--- config.mk ---
export PLATFORM = sky130hd
export DESIGN_NAME = dx_latch_flat
export DESIGN_NICKNAME = d
export VERILOG_FILES = /design/src/rtl/proc_pkg.sv /design/src/rtl/dx_latch_if.sv /design/src/rtl/dx_hazard.sv /design/src/rtl/dx_latch.sv /design/src/flat_wrapper.sv
export SDC_FILE = /design/constraint.sdc
export NUM_CORES = 1
export LEC_CHECK = 0
export ABC_AREA = 1
export CELL_PAD_IN_SITES_DETAIL_PLACEMENT = 1
export CELL_PAD_IN_SITES_GLOBAL_PLACEMENT = 1
export CORE_MARGIN = 4
export CORE_UTILIZATION = 27
export CTS_CLUSTER_SIZE = 8
export DETAILED_ROUTE_END_ITERATION = 12
export GPL_TIMING_DRIVEN = 1
export PLACE_DENSITY = 0.82
export SLEW_MARGIN = 20
export SYNTH_ARGS = -nofsm -noshare
export SYNTH_HDL_FRONTEND = slang
export SYNTH_SLANG_ARGS = --single-unit
--- constraint.sdc ---
create_clock -name clock -period 1.1 [get_ports clock]
set_input_delay 0.22 -clock clock [delete_from_list [all_inputs] [get_ports clock]]
set_output_delay 0.22 -clock clock [all_outputs]
set_load 0.01 [all_outputs]
--- src/rtl/proc_pkg.sv ---
// Shared pipeline definitions: opcode values, instruction field positions, NOP word
// and helpers for pulling register fields out of an instruction.
package proc_pkg;

   localparam logic [31:0] NOP = 32'h0000_0000;

   localparam int OP_HI = 31;
   localparam int OP_LO = 27;
   localparam int RD_HI = 26;
   localparam int RD_LO = 22;
   localparam int RS_HI = 21;
   localparam int RS_LO = 17;
   localparam int RT_HI = 16;
   localparam int RT_LO = 12;

   localparam logic [4:0] OP_R    = 5'b00000;
   localparam logic [4:0] OP_J    = 5'b00001;
   localparam logic [4:0] OP_BNE  = 5'b00010;
   localparam logic [4:0] OP_JAL  = 5'b00011;
   localparam logic [4:0] OP_JR   = 5'b00100;
   localparam logic [4:0] OP_ADDI = 5'b00101;
   localparam logic [4:0] OP_BLT  = 5'b00110;
   localparam logic [4:0] OP_SW   = 5'b00111;
   localparam logic [4:0] OP_LW   = 5'b01000;
   localparam logic [4:0] OP_SETX = 5'b10101;
   localparam logic [4:0] OP_BEX  = 5'b10110;

   localparam logic [4:0] REG_STATUS = 5'd30;

   // One register-file read port as seen by the hazard compare.
   typedef struct packed {
      logic       vld;
      logic [4:0] idx;
   } src_t;

   function automatic logic [4:0] ir_op(input logic [31:0] ir);
      return ir[OP_HI:OP_LO];
   endfunction

   function automatic logic [4:0] ir_rd(input logic [31:0] ir);
      return ir[RD_HI:RD_LO];
   endfunction

   function automatic logic [4:0] ir_rs(input logic [31:0] ir);
      return ir[RS_HI:RS_LO];
   endfunction

   function automatic logic [4:0] ir_rt(input logic [31:0] ir);
      return ir[RT_HI:RT_LO];
   endfunction

endpackage

--- src/rtl/dx_latch_if.sv ---
// Decode-to-execute boundary: F/D instruction and operands in, DX latch contents and
// the F/D stall request out, plus the flush and multdiv-busy controls.
interface dx_latch_if;

   logic [31:0] fd_pc;
   logic [31:0] fd_ir;
   logic        fd_valid;
   logic [31:0] rf_a;
   logic [31:0] rf_b;
   logic        flush;
   logic        md_busy;
   logic [31:0] dx_pc;
   logic [31:0] dx_ir;
   logic [31:0] dx_a;
   logic [31:0] dx_b;
   logic        dx_valid;
   logic        stall_fd;

   modport master (
      output fd_pc, fd_ir, fd_valid, rf_a, rf_b, flush, md_busy,
      input  dx_pc, dx_ir, dx_a, dx_b, dx_valid, stall_fd
   );

   modport slave (
      input  fd_pc, fd_ir, fd_valid, rf_a, rf_b, flush, md_busy,
      output dx_pc, dx_ir, dx_a, dx_b, dx_valid, stall_fd
   );

endinterface

--- src/rtl/dx_hazard.sv ---
// Load-use detector: flags when the instruction in F/D reads the register that the
// lw sitting in DX has not yet written back. Purely combinational.
module dx_hazard
   import proc_pkg::*;
(
   input  logic [31:0] dx_ir,
   input  logic        dx_valid,
   input  logic [31:0] fd_ir,
   input  logic        fd_valid,
   output logic        load_use
);

   src_t       src_a;
   src_t       src_b;
   logic [4:0] dx_rd;
   logic       dx_is_lw;
   logic       unused_ir_bits;

   assign unused_ir_bits = ^{fd_ir[11:0], dx_ir[21:0]};

   always_comb begin
      src_a = '0;
      src_b = '0;
      unique case (ir_op(fd_ir))
         OP_R: begin
            src_a = '{vld: 1'b1, idx: ir_rs(fd_ir)};
            src_b = '{vld: 1'b1, idx: ir_rt(fd_ir)};
         end
         OP_ADDI, OP_LW: begin
            src_a = '{vld: 1'b1, idx: ir_rs(fd_ir)};
         end
         OP_SW, OP_BNE, OP_BLT: begin
            src_a = '{vld: 1'b1, idx: ir_rs(fd_ir)};
            src_b = '{vld: 1'b1, idx: ir_rd(fd_ir)};
         end
         OP_JR: begin
            src_a = '{vld: 1'b1, idx: ir_rd(fd_ir)};
         end
         OP_BEX: begin
            src_a = '{vld: 1'b1, idx: REG_STATUS};
         end
         default: begin
            src_a = '0;
            src_b = '0;
         end
      endcase
   end

   assign dx_rd    = ir_rd(dx_ir);
   assign dx_is_lw = dx_valid && (ir_op(dx_ir) == OP_LW) && (dx_rd != 5'd0);

   assign load_use = dx_is_lw && fd_valid &&
                     ((src_a.vld && (src_a.idx == dx_rd)) ||
                      (src_b.vld && (src_b.idx == dx_rd)));

endmodule

--- src/rtl/dx_latch.sv ---
// D/X pipeline register: F/D values appear on dx_* one edge after capture; holds while
// md_busy, bubbles on flush or load-use (load-use only when DX_LOADUSE_EN is defined).
module dx_latch
   import proc_pkg::*;
(
   input  logic    clock,
   input  logic    reset,
   dx_latch_if.slave dx
);

   logic [31:0] dx_pc_q, dx_pc_d;
   logic [31:0] dx_ir_q, dx_ir_d;
   logic [31:0] dx_a_q,  dx_a_d;
   logic [31:0] dx_b_q,  dx_b_d;
   logic        dx_valid_q, dx_valid_d;
   logic        load_use;

`ifdef DX_LOADUSE_EN
   dx_hazard u_hazard (
      .dx_ir    (dx_ir_q),
      .dx_valid (dx_valid_q),
      .fd_ir    (dx.fd_ir),
      .fd_valid (dx.fd_valid),
      .load_use (load_use)
   );
`else
   assign load_use = 1'b0;
`endif

   always_comb begin
      dx_pc_d    = dx_pc_q;
      dx_ir_d    = dx_ir_q;
      dx_a_d     = dx_a_q;
      dx_b_d     = dx_b_q;
      dx_valid_d = dx_valid_q;
      // Flush outranks both stall sources: the F/D content is wrong-path anyway.
      if (dx.flush || (!dx.md_busy && load_use)) begin
         dx_pc_d    = 32'h0;
         dx_ir_d    = NOP;
         dx_a_d     = 32'h0;
         dx_b_d     = 32'h0;
         dx_valid_d = 1'b0;
      end else if (!dx.md_busy) begin
         dx_pc_d    = dx.fd_pc;
         dx_ir_d    = dx.fd_ir;
         dx_a_d     = dx.rf_a;
         dx_b_d     = dx.rf_b;
         dx_valid_d = dx.fd_valid;
      end
   end

   always_ff @(posedge clock) begin
      if (reset) begin
         dx_pc_q    <= 32'h0;
         dx_ir_q    <= NOP;
         dx_a_q     <= 32'h0;
         dx_b_q     <= 32'h0;
         dx_valid_q <= 1'b0;
      end else begin
         dx_pc_q    <= dx_pc_d;
         dx_ir_q    <= dx_ir_d;
         dx_a_q     <= dx_a_d;
         dx_b_q     <= dx_b_d;
         dx_valid_q <= dx_valid_d;
      end
   end

   assign dx.dx_pc    = dx_pc_q;
   assign dx.dx_ir    = dx_ir_q;
   assign dx.dx_a     = dx_a_q;
   assign dx.dx_b     = dx_b_q;
   assign dx.dx_valid = dx_valid_q;
   assign dx.stall_fd = (dx.md_busy || load_use) && !dx.flush;

endmodule

--- src/flat_wrapper.sv ---
// flat-port wrapper written by rule: the top's interface ports become plain ports
module dx_latch_flat import proc_pkg::*;
  (clock, reset, dx_fd_pc, dx_fd_ir, dx_fd_valid, dx_rf_a, dx_rf_b, dx_flush, dx_md_busy, dx_dx_pc, dx_dx_ir, dx_dx_a, dx_dx_b, dx_dx_valid, dx_stall_fd);
  dx_latch_if dx_i ();
  input  logic clock;
  input  logic reset;
  input wire logic [$bits(dx_i.fd_pc)-1:0] dx_fd_pc;
  input wire logic [$bits(dx_i.fd_ir)-1:0] dx_fd_ir;
  input wire logic [$bits(dx_i.fd_valid)-1:0] dx_fd_valid;
  input wire logic [$bits(dx_i.rf_a)-1:0] dx_rf_a;
  input wire logic [$bits(dx_i.rf_b)-1:0] dx_rf_b;
  input wire logic [$bits(dx_i.flush)-1:0] dx_flush;
  input wire logic [$bits(dx_i.md_busy)-1:0] dx_md_busy;
  output wire logic [$bits(dx_i.dx_pc)-1:0] dx_dx_pc;
  output wire logic [$bits(dx_i.dx_ir)-1:0] dx_dx_ir;
  output wire logic [$bits(dx_i.dx_a)-1:0] dx_dx_a;
  output wire logic [$bits(dx_i.dx_b)-1:0] dx_dx_b;
  output wire logic [$bits(dx_i.dx_valid)-1:0] dx_dx_valid;
  output wire logic [$bits(dx_i.stall_fd)-1:0] dx_stall_fd;
  assign dx_i.fd_pc = dx_fd_pc;
  assign dx_i.fd_ir = dx_fd_ir;
  assign dx_i.fd_valid = dx_fd_valid;
  assign dx_i.rf_a = dx_rf_a;
  assign dx_i.rf_b = dx_rf_b;
  assign dx_i.flush = dx_flush;
  assign dx_i.md_busy = dx_md_busy;
  assign dx_dx_pc = dx_i.dx_pc;
  assign dx_dx_ir = dx_i.dx_ir;
  assign dx_dx_a = dx_i.dx_a;
  assign dx_dx_b = dx_i.dx_b;
  assign dx_dx_valid = dx_i.dx_valid;
  assign dx_stall_fd = dx_i.stall_fd;
  dx_latch u_core (.clock(clock), .reset(reset), .dx(dx_i));
endmodule
==> run summary, run 1 <==
- distinct cell type count of the synthesized netlist: 8
- maximum resistive drop on vdd: 0.964 mV
- clock sink count: 129
- vias per cell: 4.03
- Chip Height: 149 µm
- cells along the critical path: buf_6
- root buffer cell: clkbuf_16
- Top delay family on crit path: flip-flops
- worst path required time: 0.88 ns
- LEAKAGE: 4.48 nW
- placer congestion estimate: 0.735
- CTS max path bufs: 2
- count of buffering cells on the critical path with inverters included: 1
- count of filler cells inserted in the layout: 2394
- top cells by area, synth: dfxtp_1 48%, nor2_1 18%, nand2_1 18%
- via count of the first global-routing pass: 5704
- clock-pin slew of the registers on the worst-case setup and hold paths: 0.06 ns
- PwrDens: 1450 nW/µm²
- min Tclk post-route: 1.09 ns
- cell count after synthesis: 820
- accumulated negative setup slack: 0 ns
- layout cell share with drive strength beyond 1: 0.303
- routed wire length per instance: 13.1 µm
- DRT Wirelength: 18.2 mm
- Initial Utilization: 0.276
- startpoint-to-endpoint class of the critical path: flop to output port
- final hold violation count: 0
- Area growth syn-to-layout: 75.2%
- standard-cell row count: 51
- multi-input logic area: 1950 µm²
- commonest cells after routing, fill and taps aside: 259 x nor2_1, 258 x nand2_1, 130 x inv_1, 130 x clkdlybuf4s50_1, 130 x buf_6
- number of antenna cells inserted: 0
- endpoint class of the critical path: output port
- max cap viols: 0
- Critical Path AT: 0.87 ns
- share of the synthesized area in the top cell type: 0.478
- kind of launch point of the worst setup path: flop
- count of boundary I/O pins: 263
- headroom to the max-slew limit: 0.797
- cell with the largest stage delay on the worst path: dfxtp_2
- count of unresolved DRC violations after routing: 0
- syn nets: 953
- share of the clock period used by the worst path after layout: 0.990
- First DRT Iteration DRCs: 102
- Worst-Skew Late Latency: 0.40 ns
- register bit count reported by yosys: 129
- setup skew after layout: 0 ns
- TritonCTS clock tree: built
- detailed-placement wirelength estimate: 13.2 mm
- fmax: 919 MHz
- Critical Path Max Stage Delay: 0.36 ns
- via count: 5571
- Avg Inst Size Synth: 6.58 µm²
- Tightest Hold Check Type: input pin to flop
- worst setup timing slack at the placement stage: -0.450 ns
- number of antenna violations at the first check in global routing: 0
- Synth Cell Area: 5400 µm²
- first-pass iteration count of the detailed router: 4
- number of nets in the layout: 1238
- number of max-slew violations in the final report: 0
- area leader, netlist: dfxtp_1
- RSZ-0062 raised after global routing: yes
- Routed Antenna Nets: 0
- buffers added on ports: 262
- worst-path maximum fanout: 2
- synthesis warning total: 0
- total global routing overflow: 0
- full die area: 22300 µm²
- CTS Buf Count: 17
- placeable core region: 19600 µm²
- pin count of the biggest net entering global routing: 55
- Worst Max-Slew Pin Slew: 0.305 ns
- status: complete, no violations
- final-report setup violation count: 0
- sequential-to-total area share from yosys stat: 0.478
- Die X: 149 µm
- wire length of the first global-routing pass: 27.9 mm
- area used by sequential logic in the layout: 2740 µm²
- most common cell after layout, fill and taps aside: nor2_1
- total track usage: 0.157
- H-tree depth reported by CTS: 4
- count of hold buffers inserted by post-cts repair: 0
- slack of the critical path: 0.0114 ns
cells by family after synthesis:
group         count (synthesis)  synth area share
buf+inv                     173             0.160
flops                       129             0.478
simple gates                518             0.362
sequential cells by signal, summed over array words and instances (netlist names):
| signal | count |
|---|---|
| u_core.dx.dx_a | 32 |
| u_core.dx.dx_pc | 32 |
| u_core.dx.dx_valid | 1 |
| u_core.dx.dx_ir | 32 |
| u_core.dx.dx_b | 32 |
final cells by class:
class / count / share of cell area
Multi-Input combinational cell: 518 / 0.206
Sequential cell: 129 / 0.290
Clock inverter: 11 / 0.0237
Clock buffer: 21 / 0.0498
Tap cell: 265 / 0.0351
Inverter: 130 / 0.0516
Timing Repair Buffer: 309 / 0.343
repair_timing:
item                       4_1_cts  5_1_grt
setup endpoints to repair      133      122
pin swaps                        1        0
hold endpoints to repair         0        0
buffers inserted                 2       15
gates resized for setup        746       44
power breakdown:
part / total (W) / internal (W) / leakage [nW] / switching, W
sequential: 0.00506 / 0.00492 / 1.11 / 0.000141
combinational: 0.00195 / 0.00113 / 3.03 / 0.000821
clock: 0.00667 / 0.00447 / 0.338 / 0.00221
final timing paths:
check | to | cells past startpoint | slack [ns] | startpoint
worst max-delay path | dx_dx_b[2] | 1 | 0.01 | u_core.dx.dx_b[2]
worst min-delay path | u_core.dx.dx_a[19] | 4 | 0.36 | dx_md_busy
worst max register to register | u_core.dx.dx_b[2] | 5 | 0.32 | u_core.dx.dx_b[2]
worst min register to register | u_core.dx.dx_pc[6] | 4 | 0.51 | u_core.dx.dx_pc[6]
cell usage after synthesis:
cell / instances
nand2_1: 258
inv_1: 130
dfxtp_1: 129
nor2_4: 1
buf_2: 15
nor2_1: 259
buf_6: 24
buf_4: 4
routing by layer:
| layer | vias up | part of all wire | global-route usage |
|---|---|---|---|
| li1 | 2880 | - | - |
| met3 | 18 | 0.10 | 0.0796 |
| met1 | 2496 | 0.40 | 0.169 |
| met5 | - | 0 | 0 |
| met4 | 0 | 0.013 | 0.0403 |
| met2 | 177 | 0.48 | 0.273 |
metrics by stage:
stage | power, W | util | hold slack [ns] | cells | cell area [µm²]
after floorplan | 0.00589 | - | 0.349 | 820 | 5400
after global placement | 0.00692 | 0.424 | 0.491 | 1334 | 8320
after detailed placement | 0.00697 | 0.424 | 0.500 | 1334 | 8320
after CTS | 0.0138 | 0.465 | 0.343 | 1368 | 9100
after global routing | 0.0143 | 0.483 | 0.347 | 1383 | 9450
final | 0.0137 | 0.483 | 0.364 | 1383 | 9450
(Power assumes the default switching activity.)
==> run 2: changes to the inputs <==
--- a/config.mk
+++ b/config.mk
@@ -9,11 +9,12 @@
 export CELL_PAD_IN_SITES_DETAIL_PLACEMENT = 1
 export CELL_PAD_IN_SITES_GLOBAL_PLACEMENT = 1
 export CORE_MARGIN = 4
-export CORE_UTILIZATION = 27
+export CORE_UTILIZATION = 42
 export CTS_CLUSTER_SIZE = 8
 export DETAILED_ROUTE_END_ITERATION = 12
+export DONT_BUFFER_PORTS = 1
 export GPL_TIMING_DRIVEN = 1
-export PLACE_DENSITY = 0.82
+export PLACE_DENSITY = 0.81
 export SLEW_MARGIN = 20
 export SYNTH_ARGS = -nofsm -noshare
 export SYNTH_HDL_FRONTEND = slang
==> run 2 against run 1 <==
  * Largest cell class is now registers
  * First-iteration DRC count grew to 2.9 times the previous value
  * The run now ends with negative hold slack left
  * Design area shrank 24%
  * Global-route usage grew 11 points
  * Maximum frequency grew 1.7%
  * Setup slack gained 0.018 ns
  * Non-clock buffer count shrank 175
==> run summary, run 2 (synthesis gave the netlist of run 1 again) <==
- worst path required time: 0.88 ns, about the same
- Initial Utilization: 0.428, +0.152
- placer congestion estimate: 0.731, -0.63%
- endpoint class of the critical path: output port
- min Tclk post-route: 1.07 ns, -0.0181 ns
- RSZ-0062 raised after global routing: no
- multi-input logic area: 1950 µm², unchanged
- startpoint-to-endpoint class of the critical path: flop to output port
- H-tree depth reported by CTS: 4, unchanged
- fraction of met3 tracks used by global routing: 0.0923, +0.0127
- layout cell share with drive strength beyond 1: 0.0361, -0.267
- count of filler cells inserted in the layout: 1617, -32%
- LEAKAGE: 3.36 nW, -25%
- Worst-Skew Late Latency: 0.41 ns, about the same
- number of antenna violations at the first check in global routing: 4, +4
- clock sink count: 129, unchanged
- Critical Path AT: 0.85 ns, -0.02 ns
- max cap viols: 0, unchanged
- TritonCTS clock tree: built
- CTS Buf Count: 17, unchanged
- count of unresolved DRC violations after routing: 0, unchanged
- Levels on crit path: 0, -1
- detailed-placement wirelength estimate: 10.4 mm, -22%
- number of nets in the layout: 1063, -14%
- met2 Resource Use GR: 0.483, +0.210
- Tightest Hold Check Type: input pin to flop
- depth of the worst register-to-register path: 4, -1
- most common cell after layout, fill and taps aside: nor2_1
- final-report setup violation count: 0, unchanged
- via count: 5312, -4.6%
- Die X: 121 µm, -19%
- wire length of the first global-routing pass: 30.1 mm, +7.8%
- met1 Usage GRT: 0.248, +0.0791
- first-pass iteration count of the detailed router: 4, unchanged
- clock-pin slew of the registers on the worst-case setup and hold paths: 0.06 ns, about the same
- Chip Height: 121 µm, -19%
- DRT Wirelength: 20.6 mm, +13%
- area used by sequential logic in the layout: 2580 µm², -5.8%
- vias per cell: 4.74, +18%
- Routed Antenna Nets: 0, unchanged
- routed wire length per instance: 18.4 µm, +40%
- minimum hold slack: -0.00963 ns, -0.373 ns
- via count of the first global-routing pass: 5878, +3.1%
- headroom to the max-slew limit: 0.734, -0.0628
- CTS max path bufs: 2, unchanged
- pin count of the biggest net entering global routing: 260, +370%
- total global routing overflow: 0, unchanged
- total track usage: 0.264, +0.108
- setup skew after layout: 0 ns, unchanged
- share of the clock period used by the worst path after layout: 0.973, -0.0165
- violations in the final reports: negative hold slack
- count of boundary I/O pins: 263, unchanged
- placeable core region: 12600 µm², -36%
- busiest layer in global routing: met2
- Area growth syn-to-layout: 33.4%
- number of max-slew violations in the final report: 0, unchanged
- full die area: 14700 µm², -34%
- commonest cells after routing, fill and taps aside: 259 x nor2_1, 258 x nand2_1, 130 x inv_1, 129 x dlygate4sd3_1, 127 x dfxtp_1
- First DRT Iteration DRCs: 299, +190%
- instance count along the most critical hold path: 2, -2
- root buffer cell: clkbuf_16
- status: finished with violations
- buffers added on ports: 0, -100%
- worst-path maximum fanout: 2, unchanged
- standard-cell row count: 41, -20%
- final hold violation count: 2, +2
- fmax: 934 MHz, +1.7%
- kind of launch point of the worst setup path: flop
- setup bufs post-CTS: 0, -2
- accumulated negative setup slack: 0 ns, unchanged
- Worst Max-Slew Pin Slew: 0.399 ns, +0.0943 ns
- PwrDens: 1650 nW/µm², +14%
- maximum resistive drop on vdd: 1.03 mV, +6.6%
## run 2: final timing paths
| check | startpoint | end | slack (ns) |
|---|---|---|---|
| worst max-delay path | u_core.dx.dx_pc[13] | dx_dx_pc[13] | 0.03 |
| worst min register to register | u_core.dx.dx_a[3] | u_core.dx.dx_a[3] | 0.56 |
| worst min-delay path | dx_md_busy | u_core.dx.dx_ir[10] | -0.01 |
| worst max register to register | u_core.dx.dx_pc[13] | u_core.dx.dx_pc[13] | 0.19 |
## run 2: cell type report
| type | instances | share of cell area |
|---|---|---|
| Sequential cell | 129 | 0.359 |
| Multi-Input combinational cell | 518 | 0.271 |
| Timing Repair Buffer | 134 | 0.190 |
| Clock buffer | 27 | 0.0699 |
| Inverter | 130 | 0.0678 |
| Tap cell | 172 | 0.0299 |
| Clock inverter | 5 | 0.0104 |
| Antenna cell | 6 | 0.00209 |
## run 2: what timing repair did
action                                 4_1_cts  5_1_grt
setup endpoints to repair                    0        2
gates resized for setup                      0        2
hold buffers                               129        2
endpoints found under the hold margin      129       28
## run 2: metrics by stage
stage                     power (W)  area [µm²]  std cells  setup WS [ns]   util
after floorplan             0.00589        5400        820         0.0489      -
after global placement      0.00580        5270        952          0.161  0.418
after detailed placement    0.00586        5270        952         0.0836  0.418
after CTS                    0.0118        7140       1113         0.0127  0.566
after global routing         0.0123        7190       1119        0.00150  0.570
final                        0.0119        7200       1121         0.0296  0.570
## run 2: routing by layer
layer	part of all wire	wire [µm]
met5	0	0
met2	0.53	10900
met1	0.34	6990
met3	0.079	1640
met4	0.054	1110
## run 2: power breakdown
group / switching, W / total [W] / leakage, nW / internal, W
Clock: 0.00199 / 0.00555 / 0.285 / 0.00357
Sequential: 0.000271 / 0.00515 / 1.06 / 0.00488
Combinational: 0.000585 / 0.00114 / 2.02 / 0.000559
Total: 0.00284 / 0.0119 / 3.36 / 0.00901
==> run 3: changes to the inputs <==
--- a/config.mk
+++ b/config.mk
@@ -6,6 +6,7 @@
 export NUM_CORES = 1
 export LEC_CHECK = 0
 export ABC_AREA = 1
+export CAP_MARGIN = 20
 export CELL_PAD_IN_SITES_DETAIL_PLACEMENT = 1
 export CELL_PAD_IN_SITES_GLOBAL_PLACEMENT = 1
 export CORE_MARGIN = 4
@@ -15,7 +16,7 @@
 export DONT_BUFFER_PORTS = 1
 export GPL_TIMING_DRIVEN = 1
 export PLACE_DENSITY = 0.81
-export SLEW_MARGIN = 20
+export SKIP_LAST_GASP = 1
 export SYNTH_ARGS = -nofsm -noshare
 export SYNTH_HDL_FRONTEND = slang
 export SYNTH_SLANG_ARGS = --single-unit
==> results of run 3 <==
The final DEF is identical to that of run 2; final timing and power are the same.
